--- config.mk ---
export PLATFORM = sky130hd
export DESIGN_NAME = dcache_miss_ctrl
export DESIGN_NICKNAME = d
export VERILOG_FILES = /design/src/rtl/dcache_pkg.sv /design/src/rtl/dcache_wbuf.sv /design/src/rtl/dcache_miss_ctrl.sv
export SDC_FILE = /design/constraint.sdc
export NUM_CORES = 1
export LEC_CHECK = 0
export ABC_AREA = 0
export ABC_CLOCK_PERIOD_IN_PS = 2880
export CORE_ASPECT_RATIO = 0.9
export CORE_UTILIZATION = 45
export DETAILED_ROUTE_END_ITERATION = 6
export GPL_TIMING_DRIVEN = 0
export PLACE_DENSITY = 0.79
export REMOVE_ABC_BUFFERS = 1
export SYNTH_ARGS = -nofsm -noshare
export SYNTH_HDL_FRONTEND = slang
export SYNTH_SLANG_ARGS = --single-unit
--- constraint.sdc ---
create_clock -name clk -period 2.88 [get_ports clk]
set_input_delay 0.288 -clock clk [delete_from_list [all_inputs] [get_ports clk]]
set_output_delay 0.288 -clock clk [all_outputs]
set_load 0.02 [all_outputs]
--- src/rtl/dcache_pkg.sv ---
// Shared types and constants for the data-cache miss controller and its write buffer.
package dcache_pkg;

    localparam int PKG_DATA_WIDTH    = 32;
    localparam int PKG_ADDRESS_WIDTH = 32;
    localparam int PKG_SET_BITS      = 3;

    localparam int TAG_BITS = PKG_ADDRESS_WIDTH - PKG_SET_BITS - 2;
    localparam int BE_BITS  = PKG_DATA_WIDTH / 8;

    typedef enum logic [2:0] {
        IDLE,
        DRAIN,
        RD_REQ,
        RD_WAIT,
        REFILL
    } ctrl_state_t;

    typedef struct packed {
        logic [PKG_ADDRESS_WIDTH-1:0] addr;
        logic [PKG_DATA_WIDTH-1:0]    data;
        logic [BE_BITS-1:0]           be;
    } wb_entry_t;

endpackage

--- src/rtl/dcache_wbuf.sv ---
// Write-through store FIFO: push/pop with count-based full/empty, head output and a
// per-slot word-address match vector used when DCACHE_WB_BYPASS_EN is defined.
module dcache_wbuf
    import dcache_pkg::*;
#(
    parameter int DEPTH = 4
) (
    input  logic                           clk,
    input  logic                           rst,
    input  logic                           push,
    input  wb_entry_t                      push_entry,
    input  logic                           pop,
    input  logic [PKG_ADDRESS_WIDTH-3:0]   match_addr,
    output wb_entry_t                      head,
    output logic                           full,
    output logic                           empty,
    output logic [DEPTH-1:0]               match_vec
);

    localparam int PTR_W = $clog2(DEPTH);
    localparam logic [PTR_W:0] FULL_COUNT = (PTR_W + 1)'(DEPTH);

    logic [PTR_W-1:0] wr_ptr_reg;
    logic [PTR_W-1:0] rd_ptr_reg;
    logic [PTR_W:0]   count_reg;
    wb_entry_t        mem_reg [DEPTH];

    logic push_ok;
    logic pop_ok;

    assign full    = (count_reg == FULL_COUNT);
    assign empty   = (count_reg == '0);
    assign push_ok = push & ~full;
    assign pop_ok  = pop & ~empty;
    assign head    = mem_reg[rd_ptr_reg];

    always_ff @(posedge clk) begin
        if (rst) begin
            wr_ptr_reg <= '0;
            rd_ptr_reg <= '0;
            count_reg  <= '0;
        end else begin
            if (push_ok) wr_ptr_reg <= wr_ptr_reg + 1'b1;
            if (pop_ok)  rd_ptr_reg <= rd_ptr_reg + 1'b1;
            count_reg <= count_reg + {{PTR_W{1'b0}}, push_ok} - {{PTR_W{1'b0}}, pop_ok};
        end
    end

    always_ff @(posedge clk) begin
        if (push_ok) mem_reg[wr_ptr_reg] <= push_entry;
    end

    // A slot holds live data when its distance from the read pointer is below the count.
    generate
        for (genvar gi = 0; gi < DEPTH; gi++) begin : g_match
            logic [PTR_W-1:0] offs;
            logic             slot_live;
            assign offs         = PTR_W'(gi) - rd_ptr_reg;
            assign slot_live    = ({1'b0, offs} < count_reg);
            assign match_vec[gi] = slot_live &&
                (mem_reg[gi].addr[PKG_ADDRESS_WIDTH-1:2] == match_addr);
        end
    endgenerate

endmodule

--- src/rtl/dcache_miss_ctrl.sv ---
// Load-miss refill engine with write-through store buffer for the direct-mapped D-cache.
// Optional macro DCACHE_WB_BYPASS_EN lets a miss read ahead of non-matching buffered stores.
module dcache_miss_ctrl
    import dcache_pkg::*;
#(
    parameter int DATA_WIDTH    = PKG_DATA_WIDTH,
    parameter int ADDRESS_WIDTH = PKG_ADDRESS_WIDTH,
    parameter int SET_BITS      = PKG_SET_BITS,
    parameter int WB_DEPTH      = 4
) (
    input  logic                                clk,
    input  logic                                rst,
    input  logic                                miss_valid,
    input  logic [ADDRESS_WIDTH-1:0]            miss_addr,
    input  logic                                st_valid,
    input  logic [ADDRESS_WIDTH-1:0]            st_addr,
    input  logic [DATA_WIDTH-1:0]               st_data,
    input  logic [DATA_WIDTH/8-1:0]             st_be,
    output logic                                stall,
    output logic                                refill_valid,
    output logic [SET_BITS-1:0]                 refill_set,
    output logic [ADDRESS_WIDTH-SET_BITS-3:0]   refill_tag,
    output logic [DATA_WIDTH-1:0]               refill_data,
    output logic                                mem_req,
    output logic                                mem_we,
    output logic [ADDRESS_WIDTH-1:0]            mem_addr,
    output logic [DATA_WIDTH-1:0]               mem_wdata,
    output logic [DATA_WIDTH/8-1:0]             mem_be,
    input  logic                                mem_ready,
    input  logic                                mem_rvalid,
    input  logic [DATA_WIDTH-1:0]               mem_rdata
);

    ctrl_state_t state_reg, state_next;
    logic [ADDRESS_WIDTH-3:0] miss_word_reg, miss_word_next;
    logic [DATA_WIDTH-1:0]    rdata_reg, rdata_next;

    wb_entry_t         wb_head;
    wb_entry_t         wb_push_entry;
    logic              wb_full;
    logic              wb_empty;
    logic              wb_pop;
    logic              st_push;
    logic [WB_DEPTH-1:0] wb_match;
    logic              miss_needs_drain;
    logic              do_write;
    logic              addr_lsb_unused;

    assign st_push       = st_valid & ~wb_full;
    assign wb_push_entry = '{addr: st_addr, data: st_data, be: st_be};
    assign addr_lsb_unused = ^{miss_addr[1:0], wb_head.addr[1:0]};

    dcache_wbuf #(
        .DEPTH(WB_DEPTH)
    ) u_wbuf (
        .clk        (clk),
        .rst        (rst),
        .push       (st_push),
        .push_entry (wb_push_entry),
        .pop        (wb_pop),
        .match_addr (miss_addr[ADDRESS_WIDTH-1:2]),
        .head       (wb_head),
        .full       (wb_full),
        .empty      (wb_empty),
        .match_vec  (wb_match)
    );

    // A store arriving alongside the miss counts as buffered: it must reach memory first.
`ifdef DCACHE_WB_BYPASS_EN
    assign miss_needs_drain = (|wb_match) ||
        (st_push && (st_addr[ADDRESS_WIDTH-1:2] == miss_addr[ADDRESS_WIDTH-1:2]));
`else
    logic wb_match_unused;
    assign wb_match_unused  = |wb_match;
    assign miss_needs_drain = ~wb_empty | st_push;
`endif

    always_ff @(posedge clk) begin
        if (rst) begin
            state_reg     <= IDLE;
            miss_word_reg <= '0;
            rdata_reg     <= '0;
        end else begin
            state_reg     <= state_next;
            miss_word_reg <= miss_word_next;
            rdata_reg     <= rdata_next;
        end
    end

    always_comb begin
        state_next     = state_reg;
        miss_word_next = miss_word_reg;
        rdata_next     = rdata_reg;
        do_write       = 1'b0;
        wb_pop         = 1'b0;
        refill_valid   = 1'b0;
        refill_set     = '0;
        refill_tag     = '0;
        refill_data    = '0;
        mem_req        = 1'b0;
        mem_we         = 1'b0;
        mem_addr       = '0;
        mem_wdata      = '0;
        mem_be         = '0;

        case (state_reg)
            IDLE: begin
                if (miss_valid) begin
                    miss_word_next = miss_addr[ADDRESS_WIDTH-1:2];
                    state_next     = miss_needs_drain ? DRAIN : RD_REQ;
                end else begin
                    do_write = ~wb_empty;
                end
            end
            DRAIN: begin
                if (wb_empty) state_next = RD_REQ;
                else          do_write   = 1'b1;
            end
            RD_REQ: begin
                mem_req  = 1'b1;
                mem_addr = {miss_word_reg, 2'b00};
                if (mem_ready) state_next = RD_WAIT;
            end
            RD_WAIT: begin
                if (mem_rvalid) begin
                    rdata_next = mem_rdata;
                    state_next = REFILL;
                end
            end
            REFILL: begin
                refill_valid = 1'b1;
                refill_set   = miss_word_reg[SET_BITS-1:0];
                refill_tag   = miss_word_reg[ADDRESS_WIDTH-3:SET_BITS];
                refill_data  = rdata_reg;
                state_next   = IDLE;
            end
            default: state_next = IDLE;
        endcase

        if (do_write) begin
            mem_req   = 1'b1;
            mem_we    = 1'b1;
            mem_addr  = {wb_head.addr[ADDRESS_WIDTH-1:2], 2'b00};
            mem_wdata = wb_head.data;
            mem_be    = wb_head.be;
            wb_pop    = mem_ready;
        end
    end

    assign stall = ((state_reg != IDLE) && (state_reg != REFILL)) ||
                   ((state_reg == IDLE) && miss_valid) ||
                   (st_valid && wb_full);

endmodule

# Word-level counts from Yosys, hierarchy flattened
# Memory sizes are Yosys's and may differ from the RTL's. A register that Yosys moved wholly into a read port is not among the register bits.
# Cells that the tools add are included.
# op_classes
addsub	4
n_eq_ne	10
muxes	25
bitwise_logic	6
n_reduce_logical	11
# ops
cell	n
two-way mux 32 bit	4
two-way mux 27 bit	1
two-way mux 3 bit	5
case mux 3 bit (4 select lines)	1
two-way mux 1 bit	9
== test 3 x 2 -> 1 bit, second input constant	2
== test 3 bit, second input constant	2
zero test 3 bit	2
two-way mux 2 bit	3
inequality test 2 bit, second input constant	3
adder 2 x 1 -> 2 bit, second input constant	2
two-way mux 4 bit	1
AND reduction 2 bit	2
AND reduction 4 bit	1
adder 3 x 1 -> 3 bit	1
bitwise AND 1 bit	3
== test 3 x 1 -> 1 bit, second input constant	1
logical AND 1 bit	3
inequality test 3 bit, second input constant	1
nonzero test 3 bit	1
subtractor 3 x 1 -> 3 bit	1
logical OR 1 bit	2
inequality test 2 x 1 -> 1 bit, second input constant	1
inverter 1 bit	2
2 further kinds	2
# totals
regBits	72
ram_bits	272
in_bits	138
out_inout_bits	134
wordCells	63
memories	1
# mem_list
memory	depth	word_bits	rd	rd_ports_with_merged_regs	write_ports	line	text
u_wbuf.mem_reg	4	68	1	1	1	dcache_wbuf.sv:26	wb_entry_t mem_reg [DEPTH];

# Longest topological paths before layout
# depth
word_depth	8
depth_mapped	9
depth_no_buf	8

# Hierarchy
# Synthesis repeated with hierarchy kept, for this count alone.
# hier_totals
hier_cells	1042
area_unflattened_um2	15107.0
# by_module_without_submodules
mod	n_inst	cells_per_inst	area_each_um2	seq_area_each_um2
dcache_wbuf	1	583	11693.7	8348.0
dcache_miss_ctrl	1	459	3413.3	1301.2

# Worst setup path before layout
# OpenSTA, ideal clock, no wires.
# synth_path
path_type	register to register
start	register u_wbuf.count_reg[1]
end	memory u_wbuf.mem_reg[0][0] (netlist name), enable pin
setup_ns	0.432
t_arrival_ns	2.332
required_ns	2.448
slack_ns	0.116
stages_incl_launch_ff	4
path_buffers	1
synth_period_minus_slack_ns	2.764
cell_sequence	dfxtp_1 or3b_2 clkbuf_1 and3_1
# synth_via
elab_chain_len	6
# synth_lines
element	line	text
from (decl)	dcache_wbuf.sv:25	logic [PTR_W:0] count_reg;
from (signal assigned)	dcache_wbuf.sv:45	count_reg <= count_reg + {{PTR_W{1'b0}}, push_ok} - {{PTR_W{1'b0}}, pop_ok};
== test 3 bit (*)	dcache_wbuf.sv:31	assign full = (count_reg == FULL_COUNT);
inverter 1 bit (*)	dcache_wbuf.sv:33, dcache_miss_ctrl.sv:49	
bitwise AND 1 bit	dcache_miss_ctrl.sv:49	assign st_push = st_valid & ~wb_full;
bitwise AND 1 bit (*)	dcache_wbuf.sv:33	assign push_ok = push & ~full;
two-way mux 1 bit (*)	dcache_wbuf.sv:50	if (push_ok) mem_reg[wr_ptr_reg] <= push_entry;
two-way mux 1 bit (implied by the code) (*)	dcache_wbuf.sv:50	
to (decl)	dcache_wbuf.sv:26	
# Mark *: on every way between the ends. The rest lies on a longest branch, timed or not.

# Final worst setup path
# layout_path
start	register state_reg[2]
end	output port mem_wdata[19]
# layout_via
elab_chain_len	3
word_cells_on_any_way	4
classes_between	1 x eq/ne; 2 x mux; 1 x reduce/logical
# layout_lines
element	line	text
from (decl)	dcache_miss_ctrl.sv:34	ctrl_state_t state_reg, state_next;
from (signal assigned)	dcache_miss_ctrl.sv:84	state_reg <= state_next;
== test 3 x 1 -> 1 bit / zero test 3 bit (equally long branches)	dcache_miss_ctrl.sv:106	case (state_reg)
case mux 1 bit (2 select lines) (*)	dcache_miss_ctrl.sv:106	
two-way mux 32 bit (*)	dcache_miss_ctrl.sv:140	if (do_write) begin
to (decl)	dcache_miss_ctrl.sv:27	output logic [DATA_WIDTH-1:0] mem_wdata,
# Marked as above.

==> metrics.md <==
| Metric | Value |
|---|---|
| Clock share of power | `0.312` |
| Die W | `approximately 180 um` |
| CP Launch Type | `register` |
| Mean post-synth cell area | `between 15 and 20 sq um` |
| Most frequent CP cell | `buf_16` |
| Synth Cell Area | `roughly 13000 sq um` |
| Peak supply drop | `just over 0.6 mV` |
| 1st-iter DRT viols | `~460` |
| Most common cell after layout, fill and taps aside | `edfxtp_1` |
| Final Hold Fails | `0` |
| DP Worst Slack | `-387 ps` |
| Post-synthesis mux area share | `0.114` |
| Xor and xnor area share after synthesis | `0.00131` |
| I/O pin count | `roughly 270` |
| Max Clock Freq | `between 300 and 400 MHz` |
| Vias/cell | `roughly 5.3` |
| DR pass1 iterations | `5` |
| Slew margin rel. | `0.190` |
| Antenna-violating nets left | `0` |
| Area Growth Syn to Fin | `32.0%` |
| Critical path, cell by cell | `buf_12, or2_4, nor3_4, buf_16, buf_16, and2_1, clkdlybuf4s15_1` |
| Clock skew | `14.5 ps` |
| Sequential share of the synthesized area | `0.703` |
| Switch Pwr | `approximately 4.4 mW` |
| Fraction of layout cells with a size suffix above 1 | `0.182` |
| P_leak | `between 6 and 7 nW` |
| Warnings from Yosys | `0` |
| Sw Share | `0.297` |
| First-pass GRT wire length | `46.6 mm` |
| CTS tree | `yes` |
| Clk Latency, worst-skew pair | `slightly above 500 ps` |
| Post-route cell area | `17700 sq um` |
| Final WS setup | `just under 90 ps` |
| Synth area leader | `edfxtp_1` |
| Setup crit start | `state_reg[2]` |
| Slew Limit Fails | `0` |
| Worst Max-Slew Pin Slew | `1220 ps` |
| CTS Buf Count | `36` |
| CTS clk-pin slew, worst paths | `~60 ps` |
| Initial Util | `0.460` |
| Main combinational cell family by area after synthesis | `multiplexers` |
| CTS root buffer | `clkbuf_16` |
| Top-area cell type share of the netlist area | `0.593` |
| Gate power share | `0.280` |
| Via count | `about 8100` |
| Cell variety after synth | `42` |
| Post-Synth Adder-Cell Area | `0.00711` |
| Final net count | `~1300` |
| Most frequent cells in the layout | `edfxtp_1, clkdlybuf4s50_1, nand2_1` |
| Post-Synth Simple-Gate Area | `0.0998` |
| Max clock buf depth | `3` |
| Critical Path Fanout Max | `43` |
| Final setup fails | `0` |
| Post-synthesis cell count | `roughly 850` |
| TNS Setup | `0 ps` |
| CP bufs+invs | `4` |
| Clock sink count | `roughly 340` |
| Sequential power share | `0.408` |
| Residual DRC | `0` |
| Drt wl/cell | `20.1 um` |
| Max reg flops | `264` |
| Core ar. | `between 20000 and 30000 sq um` |
| Period Utilization, post-route | `0.969` |
| Die H | `166 um` |
| Hpwl dp | `19.4 mm` |
| Hold Crit Class | `input pin to register` |
| Synth Register Bits | `about 340` |
| Hold WS | `295 ps` |
| CP Data Required Time | `roughly 2600 ps` |
| Number of antenna violations at the first check in global routing | `1` |
| CP arrival | `approximately 2500 ps` |
| Fillers | `approximately 2200` |
| WS Path Type | `register to output port` |
| Total GRT Usage | `0.203` |
| DRT Wirelength | `31.0 mm` |
| Port Buffer Count | `265` |
| Hold path start | `rst` |
| CP peak stage delay | `between 400 and 500 ps` |
| Htree depth | `2` |
| Vias in the first global route | `about 8300` |
| Reg2Reg Launch Point | `state_reg[2]` |
| Slowest-stage cell, CP | `dfxtp_4` |
| CP endpoint kind | `output port` |
| Status | `finished clean` |
| Area after DPL | `between 15000 and 20000 sq um` |
| Site row count | `59` |
| Top delay family on crit path | `buffers and inverters` |
| PwrDens | `around 830 nW/um^2` |
| Pin count of the biggest net entering global routing | `55` |
| GPL Wtd Cong | `~0.72` |
| GR Overflow Total | `0` |
| Largest cells by area after synthesis | `edfxtp_1, mux4_2, dfxtp_1` |
| Max-cap violations | `0` |
| Synth Area in Compound Gates | `0.0483` |
| Cell-internal power | `just over 10 mW` |
| RSZ-0062 raised after global routing | `false` |
| Minimum clock period | `2790 ps` |
| Die Area | `30400 sq um` |
## power groups by stage
stage                     sequential (mW)  combinational (mW)  clock [mW]
after floorplan                      6.15                2.25           0
after global placement               6.28                3.92           0
after detailed placement             6.16                4.28           0
after CTS                            5.99                4.22        4.70
after global routing                 6.03                4.44        4.89
final                                5.98                4.12        4.58
## worst register-to-register path: cells and delay by family, from the launching register on
family	cells	cell delay [ps]
simple gates	3	760
fa+ha+maj	3	880
flops	1	420
buf+inv	2	260
## synth_stat cells (all sizes together)
library cell	number
nor2	7
nand2	126
nand3	2
mux2	3
conb	1
ha	6
nor3	2
edfxtp	264
and3	66
xnor2	2
or3	1
a22o	30
nor2b	6
or2	2
mux2i	1
buf	32
o21ai	4
o221ai	1
nor4	1
dfxtp	74
inv	9
clkbuf	33
or4b	1
mux4	66
a221oi	1
a21oi	64
and4b	1
o2111a	1
nor3b	1
or3b	1
a22oi	1
and2	38
nor4b	2
a31oi	1
nand4b	1
fa	1
## final timing paths
kind                                             to  slack, ps  cells past startpoint
worst max-delay path                  mem_wdata[19]         90                      7
worst min-delay path            u_wbuf.count_reg[2]        290                      2
worst max register to register  u_wbuf.count_reg[1]        440                      8
worst min register to register        rdata_reg[17]        450                      2
## kinds of logic (layout without fill, tap and decap cells)
| group | Yosys count | count (layout) |
|---|---|---|
| DFF | 338 | 338 |
| and+or+nand+nor | 258 | 259 |
| AOI/OAI and AO/OA | 103 | 103 |
| buffers and inverters | 74 | 362 |
| muxes | 70 | 70 |
| adders and majority gates | 7 | 7 |
| xor gates and xnor gates | 2 | 2 |
| other | 1 | 3 |
## final cells by class
class / count / area, sq um / share of cell area
diodes: 1 / 2.50 / 0.000142
clock buffers: 48 / 1030 / 0.0583
clock inverters: 17 / 169 / 0.00956
inverters: 9 / 33.8 / 0.00191
multi-input cells: 443 / 3680 / 0.208
flip-flops and latches: 338 / 9420 / 0.533
well taps: 396 / 495 / 0.0281
repair buffers: 288 / 2830 / 0.160
## metrics by stage
step | cells | power (mW) | utilization
after floorplan | 789 | 8.40 | -
after global placement | 1450 | 10.2 | 0.558
after detailed placement | 1464 | 10.4 | 0.570
after CTS | 1537 | 14.9 | 0.612
after global routing | 1539 | 15.4 | 0.607
final | 1540 | 14.7 | 0.607
## layer usage
metal,track usage,wire length [um],up-vias
li1,-,-,3766
met1,0.254,12700,4033
met2,0.340,14900,302
met3,0.0664,2950,44
met4,0.0515,487,0
met5,0,0,-
## repair_timing
action                     CTS  global route
setup endpoints to repair   68            44
pin swaps                    1             2
gates cloned                 1             0
resized for setup           87            71
setup buffers                7             2
hold buffers                 0             0
Power figures use the tool's default switching activity.
